$ cat config.mk
export PLATFORM = sky130hd
export DESIGN_NAME = fetch_ctrl_flat
export DESIGN_NICKNAME = d
export VERILOG_FILES = /design/src/rtl/fetch_pkg.sv /design/src/rtl/fetch_ctrl_if.sv /design/src/rtl/pc_target_calc.sv /design/src/rtl/fetch_ctrl.sv /design/src/flat_wrapper.sv
export SDC_FILE = /design/constraint.sdc
export NUM_CORES = 1
export LEC_CHECK = 0
export ABC_AREA = 1
export BUFFER_PORTS_ARGS = -buffer_cell sky130_fd_sc_hd__buf_2
export CAP_MARGIN = 5
export CORE_MARGIN = 1.5
export CORE_UTILIZATION = 54
export DETAILED_ROUTE_END_ITERATION = 8
export GPL_TIMING_DRIVEN = 1
export HOLD_SLACK_MARGIN = 0.08
export PLACE_DENSITY = 0.88
export SYNTH_ARGS = -nofsm -noshare
export SYNTH_HDL_FRONTEND = slang
export SYNTH_HIERARCHICAL = 1
export SYNTH_SLANG_ARGS = --single-unit
$ cat constraint.sdc
create_clock -name clk -period 3.56 [get_ports clk]
set_input_delay 0.356 -clock clk [delete_from_list [all_inputs] [get_ports clk]]
set_output_delay 0.356 -clock clk [all_outputs]
set_load 0.05 [all_outputs]
$ cat src/rtl/fetch_pkg.sv
// Shared definitions for the instruction fetch controller.
//   fetch_state_e : controller FSM states
//   INSTR_BYTES   : sequential PC increment in bytes
package fetch_pkg;

  typedef enum logic [1:0] {
    IDLE  = 2'd0,
    FETCH = 2'd1,
    VALID = 2'd2,
    ERROR = 2'd3
  } fetch_state_e;

  localparam int unsigned INSTR_BYTES = 4;

endpackage

$ cat src/rtl/fetch_ctrl_if.sv
// Fetch controller bus bundle: instruction-memory request/response plus the
// downstream instruction valid/ready handshake.
//   master : the fetch controller (drives imem_req/imem_addr, instr_valid/instr)
//   slave  : memory + downstream consumer (drives imem_ack/imem_rdata, instr_ready)
interface fetch_ctrl_if #(
  parameter int unsigned WIDTH = 32
);

  logic             imem_req;
  logic [WIDTH-1:0] imem_addr;
  logic             imem_ack;
  logic [WIDTH-1:0] imem_rdata;
  logic             instr_valid;
  logic [WIDTH-1:0] instr;
  logic             instr_ready;

  modport master (
    output imem_req, imem_addr, instr_valid, instr,
    input  imem_ack, imem_rdata, instr_ready
  );

  modport slave (
    input  imem_req, imem_addr, instr_valid, instr,
    output imem_ack, imem_rdata, instr_ready
  );

endinterface

$ cat src/rtl/pc_target_calc.sv
// Next-PC target computation (combinational).
//   pc, imm, pc_src : current PC, branch offset, branch-taken select
//   target_c        : pc_src ? pc+imm : pc+INSTR_BYTES, modulo 2^WIDTH
//   misalign_c      : target is not word aligned
module pc_target_calc
  import fetch_pkg::*;
#(
  parameter int unsigned WIDTH = 32
) (
  input  logic [WIDTH-1:0] pc,
  input  logic [WIDTH-1:0] imm,
  input  logic             pc_src,
  output logic [WIDTH-1:0] target_c,
  output logic             misalign_c
);

  // Sum is truncated to WIDTH so carry out is discarded.
  always_comb begin
    target_c   = pc_src ? (pc + imm) : (pc + WIDTH'(INSTR_BYTES));
    misalign_c = |target_c[1:0];
  end

endmodule

$ cat src/rtl/fetch_ctrl.sv
// Instruction fetch controller: requests the word at PC, holds it for the
// downstream consumer, then advances PC sequentially or by a branch offset.
//   clk, rst     : clock, asynchronous active-high reset
//   en           : run enable
//   PCsrc, ImmOp : branch taken / offset, used only on the accept cycle
//   bus          : imem request/response and instr valid/ready (master side)
//   PC           : address of the current or held instruction
//   instr_count  : number of accepted instructions (wrapping)
//   err          : sticky misaligned-target error
module fetch_ctrl
  import fetch_pkg::*;
#(
  parameter int unsigned      WIDTH    = 32,
  parameter logic [WIDTH-1:0] RESET_PC = WIDTH'(32'h0000_0000)
) (
  input  logic             clk,
  input  logic             rst,
  input  logic             en,
  input  logic             PCsrc,
  input  logic [WIDTH-1:0] ImmOp,
  fetch_ctrl_if.master     bus,
  output logic [WIDTH-1:0] PC,
  output logic [WIDTH-1:0] instr_count,
  output logic             err
);

  fetch_state_e     state;
  fetch_state_e     state_nxt;
  logic [WIDTH-1:0] pc_nxt;
  logic [WIDTH-1:0] instr_nxt;
  logic [WIDTH-1:0] count_nxt;
  logic             req_nxt;
  logic             valid_nxt;
  logic             err_nxt;
  logic [WIDTH-1:0] target;
  logic             misalign;

  pc_target_calc #(
    .WIDTH (WIDTH)
  ) u_target (
    .pc         (PC),
    .imm        (ImmOp),
    .pc_src     (PCsrc),
    .target_c   (target),
    .misalign_c (misalign)
  );

  assign bus.imem_addr = PC;

  // State register.
  always_ff @(posedge clk or posedge rst) begin
    if (rst) state <= IDLE;
    else     state <= state_nxt;
  end

  // Next-state and next-datapath decode.
  always_comb begin
    state_nxt = state;
    pc_nxt    = PC;
    instr_nxt = bus.instr;
    count_nxt = instr_count;
    case (state)
      IDLE: begin
        if (en) state_nxt = FETCH;
      end
      FETCH: begin
        if (bus.imem_ack) begin
          instr_nxt = bus.imem_rdata;
          state_nxt = VALID;
        end
      end
      VALID: begin
        if (bus.instr_ready) begin
          count_nxt = instr_count + WIDTH'(1);
          if (misalign) begin
            state_nxt = ERROR;
          end else begin
            pc_nxt    = target;
            state_nxt = en ? FETCH : IDLE;
          end
        end
      end
      ERROR: begin
        state_nxt = ERROR;
      end
      default: begin
        state_nxt = IDLE;
      end
    endcase
    // Handshake outputs are registered copies of the next state's decode.
    req_nxt   = (state_nxt == FETCH);
    valid_nxt = (state_nxt == VALID);
    err_nxt   = (state_nxt == ERROR);
  end

  // Datapath and output registers.
  always_ff @(posedge clk or posedge rst) begin
    if (rst) begin
      PC              <= RESET_PC;
      bus.instr       <= '0;
      instr_count     <= '0;
      bus.imem_req    <= 1'b0;
      bus.instr_valid <= 1'b0;
      err             <= 1'b0;
    end else begin
      PC              <= pc_nxt;
      bus.instr       <= instr_nxt;
      instr_count     <= count_nxt;
      bus.imem_req    <= req_nxt;
      bus.instr_valid <= valid_nxt;
      err             <= err_nxt;
    end
  end

endmodule

$ cat src/flat_wrapper.sv
// flat-port wrapper written by rule: the top's interface ports become plain ports
module fetch_ctrl_flat import fetch_pkg::*;
#(
  parameter int unsigned      WIDTH    = 32,
  parameter logic [WIDTH-1:0] RESET_PC = WIDTH'(32'h0000_0000)
)
  (clk, rst, en, PCsrc, ImmOp, PC, instr_count, err, bus_imem_req, bus_imem_addr, bus_instr_valid, bus_instr, bus_imem_ack, bus_imem_rdata, bus_instr_ready);
  fetch_ctrl_if #(.WIDTH(WIDTH)) bus_i ();
  input  logic clk;
  input  logic rst;
  input  logic en;
  input  logic PCsrc;
  input  logic [WIDTH-1:0] ImmOp;
  output logic [WIDTH-1:0] PC;
  output logic [WIDTH-1:0] instr_count;
  output logic err;
  output wire logic [$bits(bus_i.imem_req)-1:0] bus_imem_req;
  output wire logic [$bits(bus_i.imem_addr)-1:0] bus_imem_addr;
  output wire logic [$bits(bus_i.instr_valid)-1:0] bus_instr_valid;
  output wire logic [$bits(bus_i.instr)-1:0] bus_instr;
  input wire logic [$bits(bus_i.imem_ack)-1:0] bus_imem_ack;
  input wire logic [$bits(bus_i.imem_rdata)-1:0] bus_imem_rdata;
  input wire logic [$bits(bus_i.instr_ready)-1:0] bus_instr_ready;
  assign bus_imem_req = bus_i.imem_req;
  assign bus_imem_addr = bus_i.imem_addr;
  assign bus_instr_valid = bus_i.instr_valid;
  assign bus_instr = bus_i.instr;
  assign bus_i.imem_ack = bus_imem_ack;
  assign bus_i.imem_rdata = bus_imem_rdata;
  assign bus_i.instr_ready = bus_instr_ready;
  fetch_ctrl #(.WIDTH(WIDTH), .RESET_PC(RESET_PC)) u_core (.clk(clk), .rst(rst), .en(en), .PCsrc(PCsrc), .ImmOp(ImmOp), .bus(bus_i), .PC(PC), .instr_count(instr_count), .err(err));
endmodule
==> results by group <==
Drt
  – DR vias: 8,095
  – DRC: 10
  – Post-route ant nets: 0
  – Routed WL per cell: between 15 and 20 um
  – Drt pass-1 iters: 9
  – Vias/cell: around 5.4
  – Routed WL: approximately 23,000 um
  – DRT iter0 DRCs: just under 600

Power and ir drop
  – Cell Pwr Density: 912 mW/mm^2
  – Max VDD drop: a little over 600 uV
  – Tot Pwr: between 0.008 and 0.009 W
  – Pleak: 5.25 nW

Setup path
  – Crit path DAT: around 2700 ps
  – R2R cell count: 11
  – Top Family by Delay on Critical Path: simple AND/OR/NAND/NOR gates
  – Worst EP required: ~3800 ps
  – R2r setup slk: 1080 ps
  – CP endpoint kind: flip-flop
  – Buf/Inv on CP: 0
  – Reg-to-Reg Start: u_core/PC[0]$_DFFE_PP0P_
  – Crit path cell chain: ha_1, fa_1, nand3_1, nand3_1, nand3_1, nand3_1, nand3_1, nand3_1, nand3_1, nand2_1, mux2_2
  – Slowest-stage cell, CP: fa_1
  – Most used cell, CP: nand3_1
  – RR Endpoint: u_core/PC[20]$_DFFE_PP0P_
  – CP Launch Type: flip-flop
  – WS Path Type: reg2reg
  – Crit-path max cell delay: 460 ps
  – Crit Path Max Fanout: 5

Floorplan
  – # IOs: between 200 and 250
  – Initial core utilization: 55.5%
  – Die Ht: between 100 and 150 um
  – Die width: approximately 130 um
  – Core area: 0.0146 sq mm
  – Die ar.: between 0.015 and 0.02 sq mm
  – Row count: 44

Synth
  – Asr flop ratio synth: 100%
  – Mapped Cells: around 1,200
  – Syn_nets: 1,254
  – Register area share after synthesis: 31.1%
  – Synth warn: 6
  – Syn_area_per_cell: 7.07 sq um
  – Yosys cell types: 46
  – Mapped Area: approximately 0.0081 sq mm
  – Post-synth EDFFs: 0
  – Ys flop type: dfrtp_1
  – Flop and latch count out of synthesis: roughly 100

GRT
  – Largest net degree at the start of global routing: 67
  – GRT Util Overall: between 20% and 30%
  – First-pass GRT wire length: roughly 37,000 um
  – Initial antenna violation count: 1
  – Total grt overflow: 0
  – Number of global-route vias before repair: slightly below 8,000

Timing
  – Final hold violation count: 0
  – Setup TNS Final: 0 ps
  – Relative slew slack: a little under half
  – RSZ-0062 raised after global routing: no
  – Final Max Tran Viols: 0
  – Endpoints failing setup: 0
  – Post-layout min period: roughly 2500 ps
  – Worst-Margin Slew: between 800 and 900 ps
  – Period utilisation layout: between 60% and 70%
  – Clock Skews: around 8 ps
  – FMAX: 403 MHz

Finish
  – Final net count: approximately 1,400
  – Layout area overhead: 15.1%
  – N_diodes: 0
  – Commonest cells after routing, fill and taps aside: nand2_1, buf_2, inv_1
  – Commonest non-fill, non-tap cell in the layout: nand2_1
  – Share of cells above drive strength 1: roughly 25%

Clock network
  – Clock root cell: clkbuf_16
  – Clock transition at path regs: approximately 70 ps
  – Post-CTS sizing: 0
  – CTS max path bufs: 2
  – CTS Buf Count: 9
  – # hold bufs at CTS: 0
  – H-tree levels: 3
  – Buffer count from post-CTS setup fixing: 0
  – Clock sinks: 101
  – TritonCTS clock tree: done
  – Clock insertion delay at the later pin of the skew report: around 340 ps

Job
  – Maxcap violations: 0

Placed design
  – Placer Congestion: 0.952
  – Port bufs: 200
  – Post-DP HPWL: between 15,000 and 20,000 um

Status
  – Status: finished with violations
  – Violated checks: DRC

Min path
  – Hold Path Class: in2async
==> cell families after synthesis <==
| logic type | synth area share (%) |
|---|---|
| and+or+nand+nor | 33.9 |
| xor gates and xnor gates | 4.51 |
| muxes | 8.99 |
| adders and majority gates | 5.32 |
| AOI/OAI and AO/OA | 4.60 |
| DFF | 31.1 |
| buffers and inverters | 11.6 |
==> per-stage QoR <==
stage               utilization, %  std cells  instance area, sq um  hold slack [ps]  setup WS (ps)
floorplan                        -       1150                  8130              507            557
global placement              62.0       1494                  9070              483           1130
detailed placement            62.0       1494                  9070              487           1090
CTS                           63.9       1510                  9360              192           1100
global route                  63.9       1510                  9360              228            912
finish                        63.9       1510                  9360              183           1080
==> where the power goes <==
| part | leakage [nW] | internal, W | switching [W] |
|---|---|---|---|
| registers | 1.27 | 0.00155 | 0.000540 |
| logic | 3.85 | 0.00153 | 0.00397 |
| clock network | 0.137 | 0.000499 | 0.000450 |
==> routing by layer <==
metal / track usage, % / vias to the layer above / wire [um]
met5: 0 / - / 12
met4: 11.3 / 2 / 690
met3: 5.35 / 50 / 1930
met2: 47.6 / 375 / 10700
met1: 37.9 / 3725 / 9550
li1: - / 3943 / -
==> area by class of cell <==
class                           count  area, sq um
Multi-Input combinational cell    841         4660
Clock inverter                      6         45.0
Timing Repair Buffer              206         1050
Inverter                          162          611
Fill cell                        1294         5290
Clock buffer                       10          239
Sequential cell                   101         2530
Tap cell                          184          230
==> cell usage after synthesis (2+ instances only) <==
cell,number,area share [%]
or2_1,2,0.15
nor2_4,6,0.83
buf_1,2,0.092
o21ai_2,2,0.22
inv_2,4,0.18
mux2_2,63,8.7
ha_1,33,5.1
inv_1,158,7.3
nor2_1,96,4.4
nor3_1,13,0.80
dfrtp_1,101,31
xor2_1,28,3.0
and2_1,2,0.15
nor2_2,10,0.77
o21ai_0,20,1.2
a21oi_1,31,1.9
buf_2,4,0.25
nand3_2,4,0.49
buf_6,2,0.28
nor3_2,4,0.49
clkbuf_1,2,0.092
nand4_1,15,1.2
xnor2_1,12,1.3
o21ai_1,7,0.43
o21bai_1,5,0.46
nand2_2,7,0.54
nand3_1,69,4.2
buf_4,35,3.2
nand3b_1,10,0.92
nand2_1,387,18
==> registers in the layout (all words and copies together), names as in the netlist <==
register	count
u_core/PC	32
u_core/bus.instr	32
u_core/instr_count	32
u_core/state	2
u_core/bus.imem_req	1
u_core/bus.instr_valid	1
u_core/err	1
==> worst max-delay path by stage <==
| stage | start | to | slack [ps] | cells after the start |
|---|---|---|---|---|
| final | u_core/PC[0]$_DFFE_PP0P_ | u_core/PC[20]$_DFFE_PP0P_ | 1080 | 11 |
| after global routing | u_core/PC[0]$_DFFE_PP0P_ | u_core/PC[20]$_DFFE_PP0P_ | 910 | 11 |
| after CTS | u_core/PC[0]$_DFFE_PP0P_ | u_core/PC[13]$_DFFE_PP0P_ | 1100 | 8 |
| after detailed placement | ImmOp[0] | u_core/PC[15]$_DFFE_PP0P_ | 1090 | 9 |
| after global placement | ImmOp[0] | u_core/PC[31]$_DFFE_PP0P_ | 1130 | 9 |
| after floorplan | rst | u_core/PC[0]$_DFFE_PP0P_ | 560 | 1 |
(Power assumes the default switching activity.)
